File: config.mk
export PLATFORM = sky130hd
export DESIGN_NAME = code_vault_flat
export DESIGN_NICKNAME = d
export VERILOG_FILES = /design/src/rtl/code_vault_pkg.sv /design/src/rtl/code_vault_if.sv /design/src/rtl/code_vault_lockout_timer.sv /design/src/rtl/code_vault.sv /design/src/flat_wrapper.sv
export SDC_FILE = /design/constraint.sdc
export NUM_CORES = 1
export LEC_CHECK = 0
export ABC_AREA = 1
export CORE_MARGIN = 4
export CORE_UTILIZATION = 45
export DETAILED_ROUTE_END_ITERATION = 16
export PLACE_DENSITY = 0.77
export SLEW_MARGIN = 10
export SYNTH_ARGS = -nofsm -noshare
export SYNTH_HDL_FRONTEND = slang
export SYNTH_SLANG_ARGS = --single-unit
File: constraint.sdc
create_clock -name clk -period 2.4 [get_ports clk]
set_clock_uncertainty 0.2 [all_clocks]
set_input_delay 0.24 -clock clk [delete_from_list [all_inputs] [get_ports clk]]
set_output_delay 0.24 -clock clk [all_outputs]
set_load 0.02 [all_outputs]
File: src/rtl/code_vault_pkg.sv
// code_vault_pkg: shared types, defaults and request arbitration
// for the passcode vault.
package code_vault_pkg;

    localparam int DIGITS_DEF  = 4;
    localparam int DIGIT_W_DEF = 4;

    typedef enum logic [2:0] {
        IDLE,
        SAVE,
        DELETE,
        COMPARE,
        RESP
    } state_t;

    typedef enum logic [1:0] {
        REQ_NONE,
        REQ_DEL,
        REQ_SAVE,
        REQ_CMP
    } req_t;

    // Delete outranks save, save outranks compare.
    function automatic req_t pick_req(
        input logic i_del,
        input logic i_save,
        input logic i_cmp
    );
        req_t r;
        r = REQ_NONE;
        if (i_del)       r = REQ_DEL;
        else if (i_save) r = REQ_SAVE;
        else if (i_cmp)  r = REQ_CMP;
        return r;
    endfunction

endpackage

File: src/rtl/code_vault_if.sv
// code_vault_if: request/response bundle between controller
// and code_vault.
interface code_vault_if #(
    parameter int DIGITS  = code_vault_pkg::DIGITS_DEF,
    parameter int DIGIT_W = code_vault_pkg::DIGIT_W_DEF
);
    logic                      save_start;
    logic                      delete_start;
    logic                      compare_start;
    logic [DIGITS*DIGIT_W-1:0] entry_code;
    logic [2:0]                entry_len;
    logic                      saver_done;
    logic                      deleter_done;
    logic                      comparator_done;
    logic                      match;
    logic                      error_open;
    logic                      code_valid;
    logic                      lockout;

    modport master (
        output save_start, delete_start, compare_start,
        output entry_code, entry_len,
        input  saver_done, deleter_done, comparator_done,
        input  match, error_open, code_valid, lockout
    );

    modport slave (
        input  save_start, delete_start, compare_start,
        input  entry_code, entry_len,
        output saver_done, deleter_done, comparator_done,
        output match, error_open, code_valid, lockout
    );
endinterface

File: src/rtl/code_vault_lockout_timer.sv
// lockout_timer: consecutive-failure counter and timed lockout
// that refuses compares for a fixed number of cycles.
module lockout_timer #(
    parameter int MAX_FAIL    = 3,
    parameter int LOCKOUT_CYC = 1000
) (
    input  logic clk,
    input  logic reset,
    input  logic i_fail_pulse,
    input  logic i_pass_pulse,
    output logic o_lockout
);
    localparam int FW = $clog2(MAX_FAIL + 1);
    localparam int TW = $clog2(LOCKOUT_CYC + 1);

    logic [FW-1:0] r_fail_cnt;
    logic [TW-1:0] r_timer;
    logic          r_lockout;

    always_ff @(posedge clk or negedge reset) begin
        if (!reset) begin
            r_fail_cnt <= '0;
            r_timer    <= '0;
            r_lockout  <= 1'b0;
        end else begin
            // Lockout releases the cycle after the timer hits zero.
            if (r_lockout) begin
                if (r_timer == '0) r_lockout <= 1'b0;
                else               r_timer   <= r_timer - 1'b1;
            end
            if (i_pass_pulse) begin
                r_fail_cnt <= '0;
            end else if (i_fail_pulse) begin
                if (r_fail_cnt >= FW'(MAX_FAIL - 1)) begin
                    r_fail_cnt <= '0;
                    r_lockout  <= 1'b1;
                    r_timer    <= TW'(LOCKOUT_CYC);
                end else begin
                    r_fail_cnt <= r_fail_cnt + 1'b1;
                end
            end
        end
    end

    assign o_lockout = r_lockout;

endmodule

File: src/rtl/code_vault.sv
// code_vault: serial passcode store, erase and compare engine
// with failure-driven lockout.
module code_vault
    import code_vault_pkg::*;
#(
    parameter int DIGITS      = DIGITS_DEF,
    parameter int DIGIT_W     = DIGIT_W_DEF,
    parameter int MAX_FAIL    = 3,
    parameter int LOCKOUT_CYC = 1000
) (
    input  logic        clk,
    input  logic        reset,
    code_vault_if.slave bus
);
    localparam int IDX_W = (DIGITS > 1) ? $clog2(DIGITS) : 1;
    localparam logic [2:0]       FULL_LEN = 3'(DIGITS);
    localparam logic [IDX_W-1:0] LAST_IDX = IDX_W'(DIGITS - 1);

    state_t r_state, w_state_nxt;
    req_t   r_op, w_req, w_op;

    logic [IDX_W-1:0]   r_idx;
    logic [DIGIT_W-1:0] r_code [DIGITS];
    logic [DIGIT_W-1:0] r_sh   [DIGITS];

    logic r_acc, r_match, r_err, r_valid;
    logic r_sv_done, r_dl_done, r_cp_done;
    logic w_last, w_eq, w_len_ok, w_fail, w_pass;
    logic w_to_resp, w_lockout;

    always_comb begin
        w_state_nxt = r_state;
        w_fail      = 1'b0;
        w_pass      = 1'b0;
        w_last      = (r_idx == LAST_IDX);
        w_eq        = (r_code[r_idx] == r_sh[r_idx]);
        w_len_ok    = (bus.entry_len == FULL_LEN);
        w_req       = pick_req(bus.delete_start, bus.save_start,
                               bus.compare_start);
        unique case (r_state)
            IDLE: begin
                unique case (w_req)
                    REQ_DEL:
                        w_state_nxt = r_valid ? DELETE : RESP;
                    REQ_SAVE:
                        w_state_nxt = (r_valid || !w_len_ok) ? RESP : SAVE;
                    REQ_CMP: begin
                        if (w_lockout || !r_valid) begin
                            w_state_nxt = RESP;
                        end else if (!w_len_ok) begin
                            w_state_nxt = RESP;
                            w_fail      = 1'b1;
                        end else begin
                            w_state_nxt = COMPARE;
                        end
                    end
                    default: ;
                endcase
            end
            SAVE, DELETE: begin
                if (w_last) w_state_nxt = RESP;
            end
            COMPARE: begin
                if (w_last) begin
                    w_state_nxt = RESP;
                    w_pass      = r_acc & w_eq;
                    w_fail      = ~(r_acc & w_eq);
                end
            end
            RESP:    w_state_nxt = IDLE;
            default: w_state_nxt = IDLE;
        endcase
        w_op      = (r_state == IDLE) ? w_req : r_op;
        w_to_resp = (w_state_nxt == RESP) && (r_state != RESP);
    end

    always_ff @(posedge clk or negedge reset) begin
        if (!reset) r_state <= IDLE;
        else        r_state <= w_state_nxt;
    end

    always_ff @(posedge clk or negedge reset) begin
        if (!reset) begin
            r_op      <= REQ_NONE;
            r_idx     <= '0;
            r_acc     <= 1'b0;
            r_match   <= 1'b0;
            r_err     <= 1'b0;
            r_valid   <= 1'b0;
            r_sv_done <= 1'b0;
            r_dl_done <= 1'b0;
            r_cp_done <= 1'b0;
            for (int i = 0; i < DIGITS; i++) begin
                r_code[i] <= '0;
                r_sh[i]   <= '0;
            end
        end else begin
            r_sv_done <= w_to_resp && (w_op == REQ_SAVE);
            r_dl_done <= w_to_resp && (w_op == REQ_DEL);
            r_cp_done <= w_to_resp && (w_op == REQ_CMP);
            unique case (r_state)
                IDLE: begin
                    if (w_req != REQ_NONE) begin
                        r_op  <= w_req;
                        r_idx <= '0;
                        for (int i = 0; i < DIGITS; i++)
                            r_sh[i] <= bus.entry_code[i*DIGIT_W +: DIGIT_W];
                        if (w_req == REQ_SAVE && w_state_nxt == RESP)
                            r_err <= 1'b1;
                        if (w_req == REQ_DEL && w_state_nxt == RESP)
                            r_err <= 1'b0;
                        if (w_req == REQ_CMP) begin
                            r_match <= 1'b0;
                            r_acc   <= 1'b1;
                        end
                    end
                end
                SAVE: begin
                    r_code[r_idx] <= r_sh[r_idx];
                    r_idx         <= w_last ? '0 : r_idx + 1'b1;
                    if (w_last) r_valid <= 1'b1;
                end
                DELETE: begin
                    r_code[r_idx] <= '0;
                    r_idx         <= w_last ? '0 : r_idx + 1'b1;
                    if (w_last) begin
                        r_valid <= 1'b0;
                        r_err   <= 1'b0;
                    end
                end
                COMPARE: begin
                    r_acc <= r_acc & w_eq;
                    r_idx <= w_last ? '0 : r_idx + 1'b1;
                    if (w_last) r_match <= r_acc & w_eq;
                end
                default: ;
            endcase
        end
    end

    lockout_timer #(
        .MAX_FAIL    (MAX_FAIL),
        .LOCKOUT_CYC (LOCKOUT_CYC)
    ) u_lockout (
        .clk          (clk),
        .reset        (reset),
        .i_fail_pulse (w_fail),
        .i_pass_pulse (w_pass),
        .o_lockout    (w_lockout)
    );

    assign bus.saver_done      = r_sv_done;
    assign bus.deleter_done    = r_dl_done;
    assign bus.comparator_done = r_cp_done;
    assign bus.match           = r_match;
    assign bus.error_open      = r_err;
    assign bus.code_valid      = r_valid;
    assign bus.lockout         = w_lockout;

endmodule

File: src/flat_wrapper.sv
// flat-port wrapper written by rule: the top's interface ports become plain ports
module code_vault_flat import code_vault_pkg::*;
#(
    parameter int DIGITS      = DIGITS_DEF,
    parameter int DIGIT_W     = DIGIT_W_DEF,
    parameter int MAX_FAIL    = 3,
    parameter int LOCKOUT_CYC = 1000
)
  (clk, reset, bus_save_start, bus_delete_start, bus_compare_start, bus_entry_code, bus_entry_len, bus_saver_done, bus_deleter_done, bus_comparator_done, bus_match, bus_error_open, bus_code_valid, bus_lockout);
  code_vault_if #(.DIGITS(DIGITS), .DIGIT_W(DIGIT_W)) bus_i ();
  input  logic clk;
  input  logic reset;
  input wire logic [$bits(bus_i.save_start)-1:0] bus_save_start;
  input wire logic [$bits(bus_i.delete_start)-1:0] bus_delete_start;
  input wire logic [$bits(bus_i.compare_start)-1:0] bus_compare_start;
  input wire logic [$bits(bus_i.entry_code)-1:0] bus_entry_code;
  input wire logic [$bits(bus_i.entry_len)-1:0] bus_entry_len;
  output wire logic [$bits(bus_i.saver_done)-1:0] bus_saver_done;
  output wire logic [$bits(bus_i.deleter_done)-1:0] bus_deleter_done;
  output wire logic [$bits(bus_i.comparator_done)-1:0] bus_comparator_done;
  output wire logic [$bits(bus_i.match)-1:0] bus_match;
  output wire logic [$bits(bus_i.error_open)-1:0] bus_error_open;
  output wire logic [$bits(bus_i.code_valid)-1:0] bus_code_valid;
  output wire logic [$bits(bus_i.lockout)-1:0] bus_lockout;
  assign bus_i.save_start = bus_save_start;
  assign bus_i.delete_start = bus_delete_start;
  assign bus_i.compare_start = bus_compare_start;
  assign bus_i.entry_code = bus_entry_code;
  assign bus_i.entry_len = bus_entry_len;
  assign bus_saver_done = bus_i.saver_done;
  assign bus_deleter_done = bus_i.deleter_done;
  assign bus_comparator_done = bus_i.comparator_done;
  assign bus_match = bus_i.match;
  assign bus_error_open = bus_i.error_open;
  assign bus_code_valid = bus_i.code_valid;
  assign bus_lockout = bus_i.lockout;
  code_vault #(.DIGITS(DIGITS), .DIGIT_W(DIGIT_W), .MAX_FAIL(MAX_FAIL), .LOCKOUT_CYC(LOCKOUT_CYC)) u_core (.clk(clk), .reset(reset), .bus(bus_i));
endmodule
==> impl_table.tex <==
\begin{tabular}{lr}
\hline
Metric & Value \\
\hline
\multicolumn{2}{l}{\textbf{Status}} \\
Outcome & completed \\
\multicolumn{2}{l}{\textbf{Global routing}} \\
Total overflow reported by the global router & 0 \\
Met1 track utilization from global routing & 23.0\% \\
Highest-utilization routing layer at the global route stage & met2 \\
GRT Total Usage & 17.3\% \\
Global-route met3 utilization & 4.39\% \\
Maximum number of pins on one net before global-route repair & 35 \\
Antenna violations before repair & 0 \\
Vias in the first global route & 2654 \\
First-pass GRT wire length & 11900 um \\
Met2 usage in global routing & 26.9\% \\
\multicolumn{2}{l}{\textbf{Cells and area}} \\
Area overhead of the layout relative to synthesis & 18.6\% \\
Share of post-route cells with drive strength above 1 & 9.34\% \\
ANT cells & 0 \\
Final nets & 495 \\
Final std cell area, no fill & 0.00382 sq mm \\
\multicolumn{2}{l}{\textbf{Critical path}} \\
Worst setup EP type & flop \\
Ordered list of cells on the worst path & inv\_1 -> ha\_1 -> nand2\_1 -> nor3\_1 -> nor2\_1 -> nand2\_1 -> nor3\_1 -> xor2\_1 -> a21oi\_1 \\
Crit path kind & reg -> reg \\
Data arrival time of the critical path & 2190 ps \\
Largest stage delay on the critical path & 400 ps \\
Worst Reg2Reg Path Length in Cells & 9 \\
Worst Path Required & 2410 ps \\
Critical-path maximum fanout & 7 \\
Type of element launching the critical path & flop \\
Critical-path top delay cell & sky130\_fd\_sc\_hd\_\_dfrtp\_1 \\
\multicolumn{2}{l}{\textbf{Placement}} \\
Final weighted congestion in routability-driven placement & 0.961 \\
Standard cell area after detailed placement & 0.00362 sq mm \\
Estimated wirelength of the detail-placed design & 5210 um \\
Number of buffer cells added on primary ports & 30 \\
\multicolumn{2}{l}{\textbf{Drt}} \\
Number of remaining DRC errors & 0 \\
Detailed Route Iter0 Violations & 236 \\
Drt via density & 5.14 \\
WL/cell & 12.3 um \\
Wire length after detailed routing & 6980 um \\
Routed Antenna Nets & 0 \\
First-pass iteration count of the detailed router & 5 \\
Count of vias placed by the detailed router & 2917 \\
\multicolumn{2}{l}{\textbf{STA}} \\
Max Slew Vio Count & 0 \\
Final worst-path cycle share & 90.7\% \\
Final-report setup violation count & 0 \\
RSZ-0062 raised after global routing & false \\
Sum of negative setup slack & 0 ps \\
Achievable frequency & 0.459 GHz \\
Pin slew with the least headroom to its limit & 617 ps \\
Endpoints failing hold & 0 \\
Slew headroom & 58.9\% \\
Min Clock Period, post-route & 2180 ps \\
\multicolumn{2}{l}{\textbf{CTS}} \\
Number of clock sinks seen by CTS & 59 \\
Root buf cell & sky130\_fd\_sc\_hd\_\_clkbuf\_8 \\
Insertion delay to the later sink of the worst-skew pair & 340 ps \\
Htree depth & 3 \\
CTS Buf Count & 9 \\
Maximum buffer depth of the clock tree & 2 \\
Clock-pin slew on the worst setup and hold paths & 70 ps \\
TritonCTS clock tree & yes \\
\multicolumn{2}{l}{\textbf{Logic synthesis}} \\
Synthesized instance count & 429 \\
Mapped Nets & 458 \\
Async set-or-reset flop fraction in the synthesized netlist & 100\% \\
Number of library cell types mapped by synthesis & 36 \\
Fraction of the yosys area taken by sequential cells & 45.8\% \\
Number of enable flip-flop cells after synthesis & 0 \\
Mapped cell area & 0.00322 sq mm \\
Post-synthesis sequential element count & 59 \\
Top flip-flop cell by instance count after synthesis & sky130\_fd\_sc\_hd\_\_dfrtp\_1 \\
Mean post-synth cell area & 7.51 sq um \\
Ys Warns & 0 \\
\multicolumn{2}{l}{\textbf{Die}} \\
CORE AREA & 0.00687 sq mm \\
I/O Pins & 31 \\
Die footprint & 0.00858 sq mm \\
Starting utilization of the core area & 46.9\% \\
Placement row count & 30 \\
Die Y & 92.6 um \\
Die extent in x & 92.6 um \\
\multicolumn{2}{l}{\textbf{Hold path}} \\
Number of instances on the worst hold path & 3 \\
Min-Delay Path Class & in -> reg \\
\multicolumn{2}{l}{\textbf{Power}} \\
Leakage & 0.00187 uW \\
Power per Cell Area & 675 mW/mm\^{}2 \\
Peak supply drop & 0.000492 V \\
\multicolumn{2}{l}{\textbf{Job}} \\
Max-cap violations & 0 \\
\hline
\end{tabular}
## placed cells by master, fill, tap and decap left out, types with 2 or more instances in the layout
cell type,netlist,final
sky130_fd_sc_hd__inv_2,3,3
sky130_fd_sc_hd__nand4_1,4,4
sky130_fd_sc_hd__nor4_1,2,2
sky130_fd_sc_hd__o21ai_0,44,44
sky130_fd_sc_hd__buf_4,1,4
sky130_fd_sc_hd__clkinvlp_4,0,2
sky130_fd_sc_hd__clkinv_2,0,3
sky130_fd_sc_hd__inv_1,31,31
sky130_fd_sc_hd__xnor2_1,2,2
sky130_fd_sc_hd__nor3_1,4,4
sky130_fd_sc_hd__a21oi_1,8,8
sky130_fd_sc_hd__nand2_2,4,4
sky130_fd_sc_hd__nor2_1,33,33
sky130_fd_sc_hd__dfrtp_1,59,59
sky130_fd_sc_hd__clkbuf_8,0,9
sky130_fd_sc_hd__nand2_4,2,2
sky130_fd_sc_hd__nand2_1,167,167
sky130_fd_sc_hd__o22ai_1,2,2
sky130_fd_sc_hd__nand3_1,24,24
sky130_fd_sc_hd__nand3_2,6,6
sky130_fd_sc_hd__xor2_1,4,4
sky130_fd_sc_hd__clkdlybuf4s50_1,0,29
sky130_fd_sc_hd__ha_1,5,5
sky130_fd_sc_hd__or2_2,2,2
## state kept, by name (all words and copies together), names as in the netlist
| signal | count |
|---|---|
| u_core.bus.error_open | 1 |
| u_core.r_sh | 16 |
| u_core.bus.match | 1 |
| u_core.r_op | 2 |
| u_core.bus.comparator_done | 1 |
| u_core.bus.saver_done | 1 |
| u_core.u_lockout.r_timer | 10 |
| u_core.u_lockout.o_lockout | 1 |
| u_core.bus.code_valid | 1 |
| u_core.r_code | 16 |
| u_core.bus.deleter_done | 1 |
| u_core.u_lockout.r_fail_cnt | 2 |
| u_core.r_idx | 2 |
| u_core.r_acc | 1 |
| u_core.r_state | 3 |
## per-stage QoR
stage	hold WS, ps	power (uW)	setup WS [ps]	cells	util (%)
3_3_place_gp	75.3	1700	286	550	52.7
6_report	233	2580	223	567	55.6
4_1_cts	218	2600	216	567	55.6
3_5_place_dp	83.1	1710	249	550	52.7
2_1_floorplan	-256	1520	542	429	-
5_1_grt	240	2730	11.4	567	55.6
## cell usage after synthesis, types with 2 or more instances
cell type	number	area [sq um]
sky130_fd_sc_hd__ha_1	5	62.6
sky130_fd_sc_hd__a21oi_1	8	40.0
sky130_fd_sc_hd__buf_2	5	25.0
sky130_fd_sc_hd__nor3_1	4	20.0
sky130_fd_sc_hd__nand3_1	24	120
sky130_fd_sc_hd__nand2_4	2	22.5
sky130_fd_sc_hd__xor2_1	4	35.0
sky130_fd_sc_hd__dfrtp_1	59	1480
sky130_fd_sc_hd__o21ai_0	44	220
sky130_fd_sc_hd__nand2_1	167	627
sky130_fd_sc_hd__xnor2_1	2	17.5
sky130_fd_sc_hd__buf_6	3	33.8
sky130_fd_sc_hd__nand2_2	4	25.0
sky130_fd_sc_hd__inv_2	3	11.3
sky130_fd_sc_hd__inv_1	31	116
sky130_fd_sc_hd__nand3_2	6	60.1
sky130_fd_sc_hd__o22ai_1	2	12.5
sky130_fd_sc_hd__nor4_1	2	12.5
sky130_fd_sc_hd__nand4_1	4	25.0
sky130_fd_sc_hd__or2_2	2	12.5
sky130_fd_sc_hd__nor2_1	33	124
## cell families (layout without fill, tap and decap cells)
kind of cell | count (synthesis) | in the layout | synth area share [%]
compound gates | 59 | 59 | 9.71
xor+xnor | 6 | 6 | 1.63
fa+ha+maj | 5 | 5 | 1.94
buf+inv | 45 | 87 | 6.33
flops | 59 | 59 | 45.8
simple gates | 255 | 255 | 34.6
## path summary, 6_finish.rpt
check                                                 startpoint                               endpoint  slack (ps)
min in group asynchronous                                  reset            u_core.r_sh[11]$_DFFE_PN0P_         250
max reg2reg                u_core.u_lockout.r_timer[1]$_DFF_PN0_  u_core.u_lockout.r_timer[4]$_DFF_PN0_         220
min reg2reg                          u_core.r_sh[10]$_DFFE_PN0P_            u_core.r_sh[10]$_DFFE_PN0P_         280
max in group asynchronous                                  reset           u_core.r_code[4]$_DFFE_PN0P_        1150
min                                            bus_entry_code[3]            u_core.r_sh[15]$_DFFE_PN0P_         230
max                        u_core.u_lockout.r_timer[1]$_DFF_PN0_  u_core.u_lockout.r_timer[4]$_DFF_PN0_         220
## critical path, delay by kind of cell, from the launching register on
kind | cells | cell delay [ps]
and+or+nand+nor | 5 | 940
xor gates and xnor gates | 1 | 170
adders and majority gates | 1 | 220
buffers and inverters | 1 | 60
DFF | 1 | 400
AOI/OAI and AO/OA | 1 | 60
## cell type report
cell class | instances | area, sq um
inverter | 35 | 134
multi-input combinational | 325 | 1540
tap | 96 | 120
clock buffer | 9 | 124
sequential | 59 | 1480
timing repair buffer | 36 | 355
clock inverter | 7 | 68.8
fill | 629 | 3050
## repair_timing
| action | CTS | global route |
|---|---|---|
| endpoints found under the hold margin | 25 | 0 |
| hold buffers | 1 | 0 |
| resized for setup | 0 | 0 |
| buffers inserted | 0 | 0 |
## where the power goes
group / total (uW) / internal (uW) / switching, uW
Combinational: 532 / 206 / 326
Clock: 886 / 475 / 412
Sequential: 1160 / 1100 / 61.1
Total: 2580 / 1780 / 799
## per-layer routing
metal | part of all wire [%] | up-vias
met5 | 0 | -
met4 | 2.4 | 0
met3 | 6.0 | 22
met2 | 45 | 97
met1 | 46 | 1355
li1 | - | 1443
No activity file was read; power rests on OpenSTA's default activity.
